$ cat src/rtl/sram_arb_ctrl.sv
// sram_arb_ctrl: two-port arbiter and timing sequencer for a 32-bit asynchronous
// SRAM with a 22-bit word address. Port 0 (CPU) and port 1 (DMA) share the device.
// Contention is resolved round-robin. The controller drives ce_n/oe_n/we_n/dm_n/zz_n
// and a split data bus, and puts the SRAM to sleep after a programmable idle period.
// Every output comes straight from a flop.
module sram_arb_ctrl #(
    parameter int RD_CYCLES   = 2,
    parameter int WR_CYCLES   = 2,
    parameter int SLEEP_IDLE  = 64,
    parameter int WAKE_CYCLES = 4
) (
    input  logic        clk12,
    input  logic        reset,

    input  logic        m0_req,
    input  logic        m0_we,
    input  logic [21:0] m0_adr,
    input  logic [31:0] m0_wdata,
    input  logic [3:0]  m0_be,
    output logic        m0_ack,
    output logic [31:0] m0_rdata,

    input  logic        m1_req,
    input  logic        m1_we,
    input  logic [21:0] m1_adr,
    input  logic [31:0] m1_wdata,
    input  logic [3:0]  m1_be,
    output logic        m1_ack,
    output logic [31:0] m1_rdata,

    output logic [21:0] sram_adr,
    output logic        sram_ce_n,
    output logic        sram_oe_n,
    output logic        sram_we_n,
    output logic        sram_zz_n,
    output logic [3:0]  sram_dm_n,
    output logic [31:0] sram_d_o,
    output logic        sram_d_oe,
    input  logic [31:0] sram_d_i,

    output logic        busy
);

    // Phase counter is shared by RD, WR_PULSE and WAKE; 16 bits covers any sane timing.
    localparam int PH_W = 16;
    localparam logic [PH_W-1:0] PH_ONE    = PH_W'(1);
    localparam logic [PH_W-1:0] RD_LAST   = PH_W'(RD_CYCLES - 1);
    localparam logic [PH_W-1:0] WR_LAST   = PH_W'(WR_CYCLES - 1);
    localparam logic [PH_W-1:0] WAKE_LAST = PH_W'(WAKE_CYCLES - 1);

    // The idle counter only has to reach SLEEP_IDLE; it saturates at all-ones.
    localparam int IDLE_W = (SLEEP_IDLE < 2) ? 1 : $clog2(SLEEP_IDLE + 1);
    localparam logic [IDLE_W-1:0] IDLE_ONE   = IDLE_W'(1);
    localparam logic [IDLE_W-1:0] IDLE_MAX   = '1;
    localparam logic [IDLE_W-1:0] SLEEP_TRIG = IDLE_W'(SLEEP_IDLE - 1);
    localparam bit                SLEEP_EN   = (SLEEP_IDLE != 0);

    typedef enum logic [2:0] {
        S_IDLE,
        S_RD,
        S_WR_SETUP,
        S_WR_PULSE,
        S_WR_HOLD,
        S_ACK,
        S_SLEEP,
        S_WAKE
    } state_t;

    state_t              state_reg, state_next;
    logic [PH_W-1:0]     ph_cnt_reg, ph_cnt_next;
    logic [IDLE_W-1:0]   idle_cnt_reg, idle_cnt_next;
    logic                last_grant_reg, last_grant_next;
    logic                grant_reg, grant_next;
    logic                lat_we_reg, lat_we_next;
    logic [21:0]         lat_adr_reg, lat_adr_next;
    logic [31:0]         lat_wdata_reg, lat_wdata_next;
    logic [3:0]          lat_be_reg, lat_be_next;
    logic                pick;

    // Next values of the registered outputs.
    logic [21:0]         adr_next;
    logic                ce_n_next, oe_n_next, we_n_next, zz_n_next;
    logic [3:0]          dm_n_next;
    logic [31:0]         d_o_next;
    logic                d_oe_next;
    logic                ack0_next, ack1_next;
    logic [31:0]         rdata0_next, rdata1_next;
    logic                busy_next;

    // State register: FSM state, counters, latched request and all outputs.
    // Reset forces every strobe inactive at once, so an access in flight is abandoned.
    always_ff @(posedge clk12 or posedge reset) begin
        if (reset) begin
            state_reg      <= S_IDLE;
            ph_cnt_reg     <= '0;
            idle_cnt_reg   <= '0;
            last_grant_reg <= 1'b1;
            grant_reg      <= 1'b0;
            lat_we_reg     <= 1'b0;
            lat_adr_reg    <= '0;
            lat_wdata_reg  <= '0;
            lat_be_reg     <= '0;
            sram_adr       <= '0;
            sram_ce_n      <= 1'b1;
            sram_oe_n      <= 1'b1;
            sram_we_n      <= 1'b1;
            sram_zz_n      <= 1'b1;
            sram_dm_n      <= 4'hF;
            sram_d_o       <= '0;
            sram_d_oe      <= 1'b0;
            m0_ack         <= 1'b0;
            m1_ack         <= 1'b0;
            m0_rdata       <= '0;
            m1_rdata       <= '0;
            busy           <= 1'b0;
        end else begin
            state_reg      <= state_next;
            ph_cnt_reg     <= ph_cnt_next;
            idle_cnt_reg   <= idle_cnt_next;
            last_grant_reg <= last_grant_next;
            grant_reg      <= grant_next;
            lat_we_reg     <= lat_we_next;
            lat_adr_reg    <= lat_adr_next;
            lat_wdata_reg  <= lat_wdata_next;
            lat_be_reg     <= lat_be_next;
            sram_adr       <= adr_next;
            sram_ce_n      <= ce_n_next;
            sram_oe_n      <= oe_n_next;
            sram_we_n      <= we_n_next;
            sram_zz_n      <= zz_n_next;
            sram_dm_n      <= dm_n_next;
            sram_d_o       <= d_o_next;
            sram_d_oe      <= d_oe_next;
            m0_ack         <= ack0_next;
            m1_ack         <= ack1_next;
            m0_rdata       <= rdata0_next;
            m1_rdata       <= rdata1_next;
            busy           <= busy_next;
        end
    end

    // Next-state logic: arbitration in IDLE, phase timing, idle/sleep counting.
    always_comb begin
        state_next      = state_reg;
        ph_cnt_next     = ph_cnt_reg;
        idle_cnt_next   = idle_cnt_reg;
        last_grant_next = last_grant_reg;
        grant_next      = grant_reg;
        lat_we_next     = lat_we_reg;
        lat_adr_next    = lat_adr_reg;
        lat_wdata_next  = lat_wdata_reg;
        lat_be_next     = lat_be_reg;
        pick            = 1'b0;

        case (state_reg)
            S_IDLE: begin
                if (m0_req || m1_req) begin
                    // Round-robin only matters under contention; a lone requester just wins.
                    if (m0_req && m1_req) begin
                        pick            = ~last_grant_reg;
                        last_grant_next = pick;
                    end else begin
                        pick = m1_req;
                    end
                    grant_next     = pick;
                    lat_we_next    = pick ? m1_we    : m0_we;
                    lat_adr_next   = pick ? m1_adr   : m0_adr;
                    lat_wdata_next = pick ? m1_wdata : m0_wdata;
                    lat_be_next    = pick ? m1_be    : m0_be;
                    idle_cnt_next  = '0;
                    ph_cnt_next    = '0;
                    state_next     = (pick ? m1_we : m0_we) ? S_WR_SETUP : S_RD;
                end else if (SLEEP_EN && (idle_cnt_reg == SLEEP_TRIG)) begin
                    idle_cnt_next = '0;
                    state_next    = S_SLEEP;
                end else if (idle_cnt_reg != IDLE_MAX) begin
                    idle_cnt_next = idle_cnt_reg + IDLE_ONE;
                end
            end
            S_RD: begin
                if (ph_cnt_reg == RD_LAST) begin
                    state_next = S_ACK;
                end else begin
                    ph_cnt_next = ph_cnt_reg + PH_ONE;
                end
            end
            S_WR_SETUP: begin
                ph_cnt_next = '0;
                state_next  = S_WR_PULSE;
            end
            S_WR_PULSE: begin
                if (ph_cnt_reg == WR_LAST) begin
                    state_next = S_WR_HOLD;
                end else begin
                    ph_cnt_next = ph_cnt_reg + PH_ONE;
                end
            end
            S_WR_HOLD: begin
                state_next = S_ACK;
            end
            S_ACK: begin
                // Always return through IDLE so the chip sees a deselect cycle between accesses.
                idle_cnt_next = '0;
                state_next    = S_IDLE;
            end
            S_SLEEP: begin
                if (m0_req || m1_req) begin
                    ph_cnt_next = '0;
                    state_next  = S_WAKE;
                end
            end
            S_WAKE: begin
                if (ph_cnt_reg == WAKE_LAST) begin
                    state_next = S_IDLE;
                end else begin
                    ph_cnt_next = ph_cnt_reg + PH_ONE;
                end
            end
            default: begin
                state_next = S_IDLE;
            end
        endcase
    end

    // Output logic: decode the upcoming state so the strobes are registered and glitch-free.
    always_comb begin
        adr_next    = sram_adr;
        ce_n_next   = 1'b1;
        oe_n_next   = 1'b1;
        we_n_next   = 1'b1;
        zz_n_next   = 1'b1;
        dm_n_next   = 4'hF;
        d_o_next    = sram_d_o;
        d_oe_next   = 1'b0;
        ack0_next   = 1'b0;
        ack1_next   = 1'b0;
        rdata0_next = m0_rdata;
        rdata1_next = m1_rdata;
        busy_next   = 1'b1;

        case (state_next)
            S_IDLE: begin
                busy_next = 1'b0;
            end
            S_SLEEP: begin
                busy_next = 1'b0;
                zz_n_next = 1'b0;
            end
            S_RD: begin
                adr_next  = lat_adr_next;
                ce_n_next = 1'b0;
                oe_n_next = 1'b0;
                dm_n_next = 4'h0;
            end
            S_WR_SETUP, S_WR_HOLD: begin
                adr_next  = lat_adr_next;
                ce_n_next = 1'b0;
                d_oe_next = 1'b1;
                d_o_next  = lat_wdata_next;
                dm_n_next = ~lat_be_next;
            end
            S_WR_PULSE: begin
                adr_next  = lat_adr_next;
                ce_n_next = 1'b0;
                we_n_next = 1'b0;
                d_oe_next = 1'b1;
                d_o_next  = lat_wdata_next;
                dm_n_next = ~lat_be_next;
            end
            S_ACK: begin
                // Entering ACK from RD is the last cycle oe_n is low, so sram_d_i is sampled here.
                ack0_next = ~grant_next;
                ack1_next = grant_next;
                if (!lat_we_next) begin
                    if (grant_next) begin
                        rdata1_next = sram_d_i;
                    end else begin
                        rdata0_next = sram_d_i;
                    end
                end
            end
            default: begin
            end
        endcase
    end

endmodule

$ cat config.mk
export PLATFORM = sky130hd
export DESIGN_NAME = sram_arb_ctrl
export DESIGN_NICKNAME = d
export VERILOG_FILES = /design/src/rtl/sram_arb_ctrl.sv
export SDC_FILE = /design/constraint.sdc
export NUM_CORES = 1
export LEC_CHECK = 0
export ABC_AREA = 0
export BUFFER_PORTS_ARGS = -buffer_cell sky130_fd_sc_hd__buf_2
export CORE_MARGIN = 3
export CORE_UTILIZATION = 50
export DETAILED_ROUTE_END_ITERATION = 8
export PLACE_DENSITY = 0.87
export SLEW_MARGIN = 20
export SYNTH_ARGS = -nofsm -noshare
export SYNTH_HDL_FRONTEND = slang
export SYNTH_SLANG_ARGS = --single-unit
$ cat constraint.sdc
create_clock -name clk12 -period 13.6 [get_ports clk12]
set_input_delay 1.36 -clock clk12 [delete_from_list [all_inputs] [get_ports clk12]]
set_output_delay 1.36 -clock clk12 [all_outputs]
set_load 0.1 [all_outputs]
**Word-level counts from Yosys, hierarchy flattened**

Cells that the tools add are included.

- Bits in registers: 217
- Input bits: 154
- Output and inout bits: 130
- Logic and storage cells: 107

- Add/sub/neg operators: 2
- Eq/ne operators: 21
- Multiplexer cells: 42
- Bitwise logic cells: 4
- Reduce and logical (&&, ||, !) cells: 16

Operators by type and width:

| kind | count |
|---|---|
| 2-to-1 mux 32 bit | 3 |
| 2-to-1 mux 22 bit | 3 |
| case mux 16 bit (4 select lines) | 1 |
| 2-to-1 mux 16 bit | 3 |
| case mux 3 bit (8 select lines) | 1 |
| equality test 3 bit, second input constant | 7 |
| 2-to-1 mux 7 bit | 3 |
| 2-to-1 mux 3 bit | 6 |
| adder 16 x 1 -> 16 bit, second input constant | 1 |
| equality test 16 x 1 -> 1 bit, second input constant | 1 |
| equality test 16 x 2 -> 1 bit, second input constant | 1 |
| 2-to-1 mux 1 bit | 16 |
| case mux 7 bit (2 select lines) | 1 |
| equality test 3 x 2 -> 1 bit, second input constant | 4 |
| 2-to-1 mux 4 bit | 3 |
| AND reduction 3 bit | 3 |
| case mux 4 bit (2 select lines) | 1 |
| adder 7 x 1 -> 7 bit, second input constant | 1 |
| equality test 7 x 6 -> 1 bit, second input constant | 1 |
| inequality test 7 bit, second input constant | 1 |
| equality test 3 x 1 -> 1 bit, second input constant | 2 |
| zero test 3 bit | 2 |
| OR reduction 2 bit | 3 |
| inequality test 2 bit, second input constant | 2 |
| other kinds (13) | 15 |

**Depth between registers and ports, before layout**

Gate-level depths: netlist of the first run.

- Word-level depth: 11
- Gate-level depth with buffers: 10

**Least setup slack after synthesis of the first run**

Ideal clock, no wire load.

- Path type: input to register
- From: input port m1_req
- To: register sram_d_o[10]
- Data arrival time: 3.325 ns
- Slack: 10.149 ns
- Stages on the path: 8
- Buffers on the path: 2
- Cells stage by stage: a21boi_1 clkbuf_1 mux2i_1 o22ai_1 or3b_4 a21oi_4 buf_12 mux2_4

- Word-level cells in the longest chain between the ends: 10
- Elaborated cells between the ends (all ways): 17
- Classes of those cells: 3 x eq/ne; 11 x mux; 3 x reduce/logical

Ends and longest elaborated chain:

| item | line | text |
|---|---|---|
| from (decl) | 23 | `input logic m1_req,` |
| logical AND 1 bit | 159 | `if (m0_req && m1_req) begin` |
| 2-to-1 mux 1 bit | 159 |  |
| 2-to-1 mux 1 bit | 157 | `if (m0_req \|\| m1_req) begin` |
| 2-to-1 mux 1 bit | 155 | `case (state_reg)` |
| 2-to-1 mux 1 bit | 172 | `state_next = (pick ? m1_we : m0_we) ? S_WR_SETUP : S_RD;` |
| 2-to-1 mux 2 bit | 172 |  |
| 2-to-1 mux 3 bit | 157 |  |
| case mux 3 bit (8 select lines) | 155 |  |
| equality test 3 x 2 -> 1 bit or equality test 3 bit (tied branches) | 241 | `case (state_next)` |
| OR reduction 3 bit (no line) | - |  |
| to (signal assigned) | 132 | `sram_d_o <= d_o_next;` |
| to (decl) | 37 | `output logic [31:0] sram_d_o,` |

Parallel ways exist; a longest one is shown, timed or not. The select of a mux whose other input is x is not followed.
A chain may end at the register's enable or synchronous reset.

**Worst setup path in the final report of the first run**

- From: input port m0_req
- To: register sram_d_o[30]

- Word-level cells in the longest chain between the ends: 10
- Elaborated cells between the ends (all ways): 17
- Classes of those cells: 3 x eq/ne; 11 x mux; 3 x reduce/logical

Ends and longest elaborated chain:

| item | line | text |
|---|---|---|
| from (decl) | 15 | `input logic m0_req,` |
| logical AND 1 bit | 159 |  |
| 2-to-1 mux 1 bit | 159 |  |
| 2-to-1 mux 1 bit | 157 |  |
| 2-to-1 mux 1 bit | 155 |  |
| 2-to-1 mux 1 bit | 172 |  |
| 2-to-1 mux 2 bit | 172 |  |
| 2-to-1 mux 3 bit | 157 |  |
| case mux 3 bit (8 select lines) | 155 |  |
| equality test 3 x 2 -> 1 bit or equality test 3 bit (tied branches) | 241 |  |
| OR reduction 3 bit (no line) | - |  |

Parallel ways exist; a longest one is shown, timed or not. The select of a mux whose other input is x is not followed.

==> results by group, run 1 <==
Outcome
  – Outcome: completed

STA
  – Largest clock skew in the final design: 0.0142 ns
  – Transition time at the pin with the least slew margin: 0.960 ns
  – Final Setup Violations: 0
  – Setup repair after global routing missed its margin: false
  – Fin crit period: 3.86 ns
  – Worst slew slack as a fraction of its limit: 36.0%
  – Maximum clock frequency: 259 MHz
  – Aggregate negative setup slack: 0 ns
  – Final number of hold-violating endpoints: 0
  – Max-slew violation count: 0
  – Share of the cycle needed by the critical path after routing: 28.4%

Yosys
  – Number of instances in the synthesized netlist: 742
  – Portion of the post-synthesis area used by sequential elements: 58.4%
  – Dominant cell type by area after synthesis: dfrtp_1
  – Mean post-synth cell area: 12.5 um^2
  – Yosys warning count: 0
  – Most area-consuming cells after synthesis: dfrtp_1, mux2_2, mux2i_1
  – Area share of the largest cell type after synthesis: 55.9%
  – Post-Syn Area: 0.00931 mm^2
  – Top post-synthesis cells by count: dfrtp_1, nand2_1, o21ai_0
  – Net Count, Synth: 899
  – EDFF count, synth: 0
  – Flip-flop cell with the highest count after synthesis: dfrtp_1
  – Async set-reset flop share out of synthesis: 100%
  – Synth cell types: 50
  – Top-count cell post-synth: dfrtp_1
  – Register bit total from synthesis: 217

Worst setup path
  – Largest driver fanout on the critical path: 37
  – Count of cells along the worst register-to-register path: 7
  – Endpoint of the lowest-slack register-to-register path: sram_d_o[30]$_DFFE_PP0P_
  – Critical setup path kind: primary input to register
  – R2r setup slk: 10.34 ns
  – Worst R2R Start: last_grant_reg$_DFFE_PP1P_
  – Worst endpoint data arrival time: 4.25 ns
  – Kind of capture point of the worst setup path: register
  – Worst EP required: 13.99 ns
  – Startpoint Class: primary input

CTS
  – Maximum root-to-sink buffer count: 3
  – Count of H-tree levels built during CTS: 1
  – Total CTS buffers: 23
  – Latest clock arrival within the worst-skew pair: 0.52 ns
  – Clock tree from TritonCTS: done
  – Clk root buf: clkbuf_16
  – Post-CTS Setup Bufs: 0
  – Quantity of gates resized following cts: 0
  – Sink count of the clock tree: 217
  – Number of hold-repair buffers added at the cts stage: 0
  – Clock input transition at the sequential cells of the worst setup and hold paths: 0.06 ns

Worst hold path
  – Min-delay src: sram_adr[4]$_DFFE_PP0P_
  – Min-Delay Endpoint: sram_adr[4]$_DFFE_PP0P_
  – Count of cells along the worst hold path: 1
  – Hold crit path type: register to register

Placement
  – Instance count after placement with tap cells included: 1221
  – RePlAce Congestion: 0.838
  – Dpl hpwl: 15900 um
  – Total of buffers placed on input and output ports: 283

Layout
  – Number of nets in the layout: 1174
  – Count of inserted antenna diode cells: 0
  – Non-filler cells, final: 1263
  – Syn-to-layout area delta: 24.8%
  – Fraction of layout cells with a size suffix above 1: 43.9%

Detailed routing
  – Mean number of vias per cell: 5.34
  – Number of DRC violations after detailed routing: 0
  – First-iteration detailed-routing DRC count: 332
  – Detailed-route wire length: 22700 um
  – First-pass iteration count of the detailed router: 6
  – Antenna viol nets, final: 0
  – Total via count in the routed design: 6745
  – Average routed wire per standard cell: 18.0 um

Floorplan
  – Initial Utilization: 51.3%
  – Die Y-Extent: 142 um
  – IO Pins: 284
  – Total die area: 0.0203 mm^2
  – Area of the core: 0.0181 mm^2
  – Die outline width: 142 um
  – Row cnt: 49

GRT
  – Total overflow reported by the global router: 0
  – Wire length of the first global-routing pass: 35000 um
  – Largest net degree at the start of global routing: 146
  – Antenna violations before repair: 0
  – Number of global-route vias before repair: 6837
  – Aggregate global-route resource usage: 21.4%

Flow run
  – Number of max-cap violations: 0
## metal layers
layer  vias to the layer above  share of wire [%]  GRT usage, %
li1                       3168                  -             -
met1                      3258                 40          27.2
met2                       262                 49          36.5
met3                        57                6.7          4.00
met4                         0                3.6          7.90
met5                         -                  0             0
## worst max-delay path: stages
cell	delay, ns
buf_2	0.14
a21boi_4	0.70
mux2i_1	0.36
o22ai_1	0.17
or3b_4	0.43
a21oi_4	0.16
buf_4	0.51
mux2_2	0.40
## through the flow
stage	setup WS [ns]	hold WS [ns]	instance area, um^2	util [%]
after global routing	9.56	0.507	11600	64.0
after CTS	9.75	0.483	11600	64.0
after detailed placement	9.25	0.469	10900	59.9
after global placement	9.33	0.460	10900	59.9
final	9.74	0.479	11600	64.0
after floorplan	6.32	0.447	9310	-
## cells in the final DEF (no fill, tap or decap), types with 4 or more instances in the layout
cell,n
o31ai_1,9
mux2i_1,60
and2_1,5
dfrtp_1,208
nor3_1,5
nand2_1,85
nor2_1,26
nand3_1,9
o21ai_0,85
a21o_1,4
mux2_4,25
inv_1,9
clkbuf_8,6
buf_4,8
buf_2,283
clkbuf_16,23
dfstp_2,9
and3_1,4
a31oi_1,4
o41ai_1,4
nand2b_1,6
mux2_2,80
mux2_1,13
a21oi_1,9
clkbuf_1,8
## how the worst max path moves through the flow
stage / from / endpoint / depth (start not counted)
finish: m0_req / sram_d_o[30]$_DFFE_PP0P_ / 8
global route: m0_req / sram_d_o[25]$_DFFE_PP0P_ / 8
CTS: m0_req / sram_d_o[25]$_DFFE_PP0P_ / 8
detailed placement: m0_req / sram_d_o[31]$_DFFE_PP0P_ / 8
global placement: m0_req / sram_d_o[30]$_DFFE_PP0P_ / 8
floorplan: reset / busy$_DFF_PP0_ / 1
## cell families after synthesis
| family | after synthesis | synth area share (%) |
|---|---|---|
| xor+xnor | 1 | 0.0941 |
| flops | 217 | 58.4 |
| mux | 178 | 21.7 |
| simple gates | 165 | 8.36 |
| compound gates | 127 | 8.02 |
| buf+inv | 51 | 2.94 |
| fa+ha+maj | 3 | 0.403 |
## cell type report
cell class,instances,area [um^2]
Clock buffer,37,688
Clock inverter,5,71.3
Fill cell,1350,6530
Inverter,10,45.0
Multi-Input combinational cell,474,3610
Sequential cell,217,5440
Tap cell,229,287
Timing Repair Buffer,291,1480
Power of run 1 is left out: the tool's default activity adds up to more than one toggle a clock period on the data nets, which glitch-free logic cannot reach.
==> run 2: changes to the inputs <==
Settings changed: ABC_AREA 0 to 1, CORE_UTILIZATION 50 to 47, PLACE_DENSITY 0.87 to 0.85.
Clock period 13.6 ns to 3.45 ns, I/O delays scaled along.
==> run 2 against run 1 <==
- via count increased by 30%
- critical path depth increased by 1
- hold slack got worse by 0.37 ns
- non-clock buffer count increased by 8
- synthesized cell count increased by 52%
- first-iteration DRC count increased by 80%
- register-to-register slack got worse by 9.9 ns
- worst setup slack got worse by 9.3 ns
- sequential cell count unchanged
- clock skew increased by 0.0024 ns
- routed wire length increased by 15%
==> results by group, run 2 <==
CTS
  – Maximum root-to-sink buffer count: 3 (unchanged)
  – Number of hold-repair buffers added at the cts stage: 1 (was 0)
  – Clock tree from TritonCTS: done (unchanged)
  – Quantity of gates resized following cts: 0 (unchanged)
  – Latest clock arrival within the worst-skew pair: 0.50 ns (was 0.52 ns)
  – Clk root buf: clkbuf_16 (unchanged)
  – Total CTS buffers: 23 (unchanged)
  – Count of H-tree levels built during CTS: 1 (unchanged)
  – Post-CTS Setup Bufs: 0 (unchanged)
  – Sink count of the clock tree: 217 (unchanged)
  – Clock input transition at the sequential cells of the worst setup and hold paths: 0.06 ns (about the same)

Floorplan
  – Row cnt: 51 (was 49)
  – Total die area: 0.0225 mm^2 (was 0.0203 mm^2)
  – Die Y-Extent: 150 um (was 142 um)
  – Area of the core: 0.0199 mm^2 (was 0.0181 mm^2)
  – Initial Utilization: 48.9% (was 51.3%)
  – Die outline width: 150 um (was 142 um)
  – IO Pins: 284 (unchanged)

Yosys
  – Number of instances in the synthesized netlist: 1128 (was 742)
  – Register bit total from synthesis: 217 (unchanged)
  – Async set-reset flop share out of synthesis: 100% (unchanged)
  – Synth cell types: 39 (was 50)
  – Flip-flop cell with the highest count after synthesis: dfrtp_1 (unchanged)
  – Top-count cell post-synth: nand2_1 (was dfrtp_1)
  – Net Count, Synth: 1285 (was 899)
  – Post-synthesis share of cell area spent on and, or, nand and nor gates: 28.8% (was 8.36%)
  – Post-Syn Area: 0.00973 mm^2 (was 0.00931 mm^2)
  – Portion of the post-synthesis area used by sequential elements: 55.9% (was 58.4%)
  – Mean post-synth cell area: 8.62 um^2 (was 12.5 um^2)
  – Most area-consuming cells after synthesis: dfrtp_1, nand2_1, o21ai_0 (was dfrtp_1, mux2_2, mux2i_1)
  – Yosys warning count: 0 (unchanged)
  – Complex-gate fraction of the synthesized area: 7.96% (was 8.02%)
  – Xor and xnor area share after synthesis: 0.990% (was 0.0941%)
  – Top post-synthesis cells by count: nand2_1, dfrtp_1, o21ai_0 (was dfrtp_1, nand2_1, o21ai_0)
  – Area share of the largest cell type after synthesis: 53.5% (was 55.9%)
  – Mux share of post-synthesis cell area: 0% (was 21.7%)
  – Post-synthesis adder-cell area fraction: 0.386% (was 0.403%)
  – Dominant cell type by area after synthesis: dfrtp_1 (unchanged)
  – Main combinational cell family by area after synthesis: simple AND/OR/NAND/NOR gates (was multiplexers)
  – EDFF count, synth: 0 (unchanged)

Worst hold path
  – Hold crit path type: primary input to register (was register to register)

GRT
  – Aggregate global-route resource usage: 22.7% (was 21.4%)
  – Largest net degree at the start of global routing: 89 (was 146)
  – Antenna violations before repair: 1 (was 0)
  – Wire length of the first global-routing pass: 42100 um (was 35000 um)
  – Total overflow reported by the global router: 0 (unchanged)
  – Number of global-route vias before repair: 8510 (was 6837)

STA
  – Worst Hold Margin: 0.104 ns (was 0.479 ns)
  – Final Setup Violations: 0 (unchanged)
  – Transition time at the pin with the least slew margin: 0.729 ns (was 0.960 ns)
  – Setup repair after global routing missed its margin: false (unchanged)
  – Worst slew slack as a fraction of its limit: 51.3% (was 36.0%)
  – Aggregate negative setup slack: 0 ns (unchanged)
  – Max-slew violation count: 0 (unchanged)
  – Largest clock skew in the final design: 0.0165 ns (was 0.0142 ns)
  – Share of the cycle needed by the critical path after routing: 86.7%
  – Final number of hold-violating endpoints: 0 (unchanged)
  – Fin crit period: 2.99 ns
  – Maximum clock frequency: 334 MHz

Layout
  – Area of combinational cells with multiple inputs: 0.00371 mm^2 (was 0.00361 mm^2)
  – Area taken by flip-flops and latches: 0.00544 mm^2 (unchanged)
  – Most frequent cells in the layout: nand2_1, buf_2, dfrtp_1, o21ai_0, nor2_1 (was buf_2, dfrtp_1, nand2_1, o21ai_0, mux2_2)
  – Syn-to-layout area delta: 23.0% (was 24.8%)
  – Leading cell type in the layout, fill and taps excluded: nand2_1 (was buf_2)
  – Fraction of layout cells with a size suffix above 1: 27.4% (was 43.9%)
  – Number of nets in the layout: 1541 (was 1174)
  – # fillers: 1722 (was 1350)

Detailed routing
  – Detailed-route wire length: 26100 um (was 22700 um)
  – Mean number of vias per cell: 5.27 (was 5.34)
  – First-pass iteration count of the detailed router: 5 (was 6)
  – Total via count in the routed design: 8777 (was 6745)
  – Average routed wire per standard cell: 15.7 um (was 18.0 um)
  – Antenna viol nets, final: 0 (unchanged)
  – Number of DRC violations after detailed routing: 0 (unchanged)
  – First-iteration detailed-routing DRC count: 598 (was 332)

Worst setup path
  – Largest driver fanout on the critical path: 68 (was 37)
  – Endpoint of the lowest-slack register-to-register path: m0_rdata[8]$_DFFE_PP0P_ (was sram_d_o[30]$_DFFE_PP0P_)
  – Slowest cell delay on critical path: 0.73 ns (was 0.70 ns)
  – Kind of capture point of the worst setup path: register (unchanged)
  – Critical Path Sink: m0_rdata[8]$_DFFE_PP0P_ (was sram_d_o[30]$_DFFE_PP0P_)
  – Worst endpoint data arrival time: 3.37 ns (was 4.25 ns)
  – Slowest cell on the critical path: nand3_2 (was a21boi_4)
  – Count of cells along the worst register-to-register path: 9 (was 7)
  – Worst EP required: 3.83 ns (was 13.99 ns)
  – Most common cell type on the critical path: nand2_1
  – Startpoint Class: register (was primary input)
  – R2r setup slk: 0.46 ns (was 10.34 ns)
  – Launch point of the critical path: idle_cnt_reg[0]$_DFFE_PP0P_ (was m0_req)
  – Cells traversed along the worst timing path: ha_1, nand2_1, nor2_1, nand2_1, o21ai_4, buf_4, nand3_2, nand2_1, nand2_1 (was buf_2, a21boi_4, mux2i_1, o22ai_1, or3b_4, a21oi_4, buf_4, mux2_2)
  – Worst R2R Start: idle_cnt_reg[0]$_DFFE_PP0P_ (was last_grant_reg$_DFFE_PP1P_)
  – Critical setup path kind: register to register (was primary input to register)

Placement
  – Total of buffers placed on input and output ports: 283 (unchanged)
  – RePlAce Congestion: 0.880 (was 0.838)
  – Dpl hpwl: 17900 um (was 15900 um)

Flow run
  – Number of max-cap violations: 0 (unchanged)

Outcome
  – Outcome: completed (unchanged)
-- run 2: cell types whose count changed after synthesis, moves of 13 or more --
cell     before  now
buf_2         7   23
inv_1        10   44
mux2_1       13    0
mux2_2       80    0
mux2_4       25    0
mux2i_1      60    0
nand2_1      86  356
nand3_1       9   78
nand4_1       3   66
nor2_1       26   88
o21ai_0      85  121
-- run 2: worst min path at each step --
| stage | start | to | slack [ns] | depth (start not counted) |
|---|---|---|---|---|
| final | sram_d_i[29] | m1_rdata[29]$_DFFE_PP0P_ | 0.10 | 3 |
| after global routing | sram_d_i[5] | m1_rdata[5]$_DFFE_PP0P_ | 0.10 | 3 |
| after CTS | sram_d_i[29] | m1_rdata[29]$_DFFE_PP0P_ | 0.08 | 3 |
| after detailed placement | m1_rdata[5]$_DFFE_PP0P_ | m1_rdata[5]$_DFFE_PP0P_ | 0.45 | 2 |
| after global placement | reset | sram_adr[4]$_DFFE_PP0P_ | 0.45 | 2 |
| after floorplan | idle_cnt_reg[6]$_DFFE_PP0P_ | idle_cnt_reg[6]$_DFFE_PP0P_ | 0.46 | 2 |
-- run 2: area by class of cell --
type / instances / area share (%)
flip-flops and latches: 217 / 45.5
inverters: 53 / 1.69
well taps: 265 / 2.77
multi-input cells: 790 / 31.0
repair buffers: 299 / 13.1
clock buffers: 33 / 5.38
diodes: 1 / 0.0209
clock inverters: 7 / 0.554
-- run 2: cells by family (layout without fill, tap and decap cells) --
logic type      after synthesis  in the layout
other cells                   0              1
compound gates              146            146
buf+inv                     121            392
xor+xnor                     11             11
simple gates                630            630
flops                       217            217
fa+ha+maj                     3              3
-- run 2: worst max-delay path: cells and delay by family (launching register included) --
kind | cells | cell delay (ns)
fa+ha+maj | 1 | 0.19
compound gates | 1 | 0.22
buf+inv | 1 | 0.55
simple gates | 6 | 1.51
flops | 1 | 0.38
-- run 2: layer usage --
| layer | up-vias | track usage [%] | wire length [um] |
|---|---|---|---|
| met3 | 44 | 4.88 | 2170 |
| met4 | 0 | 6.08 | 574 |
| li1 | 4199 | - | - |
| met1 | 4182 | 29.3 | 10600 |
| met5 | - | 0 | 0 |
| met2 | 352 | 38.9 | 12700 |
-- run 2: metrics by stage --
step / instance area [um^2] / util (%) / worst slack [ns] / cells
floorplan: 9730 / - / 0.286 / 1128
global placement: 11200 / 56.5 / 0.592 / 1623
detailed placement: 11200 / 56.5 / 0.444 / 1623
CTS: 12000 / 60.1 / 0.451 / 1664
global route: 12000 / 60.1 / 0.217 / 1665
finish: 12000 / 60.1 / 0.459 / 1665
Power of run 2 is left out for the same reason.
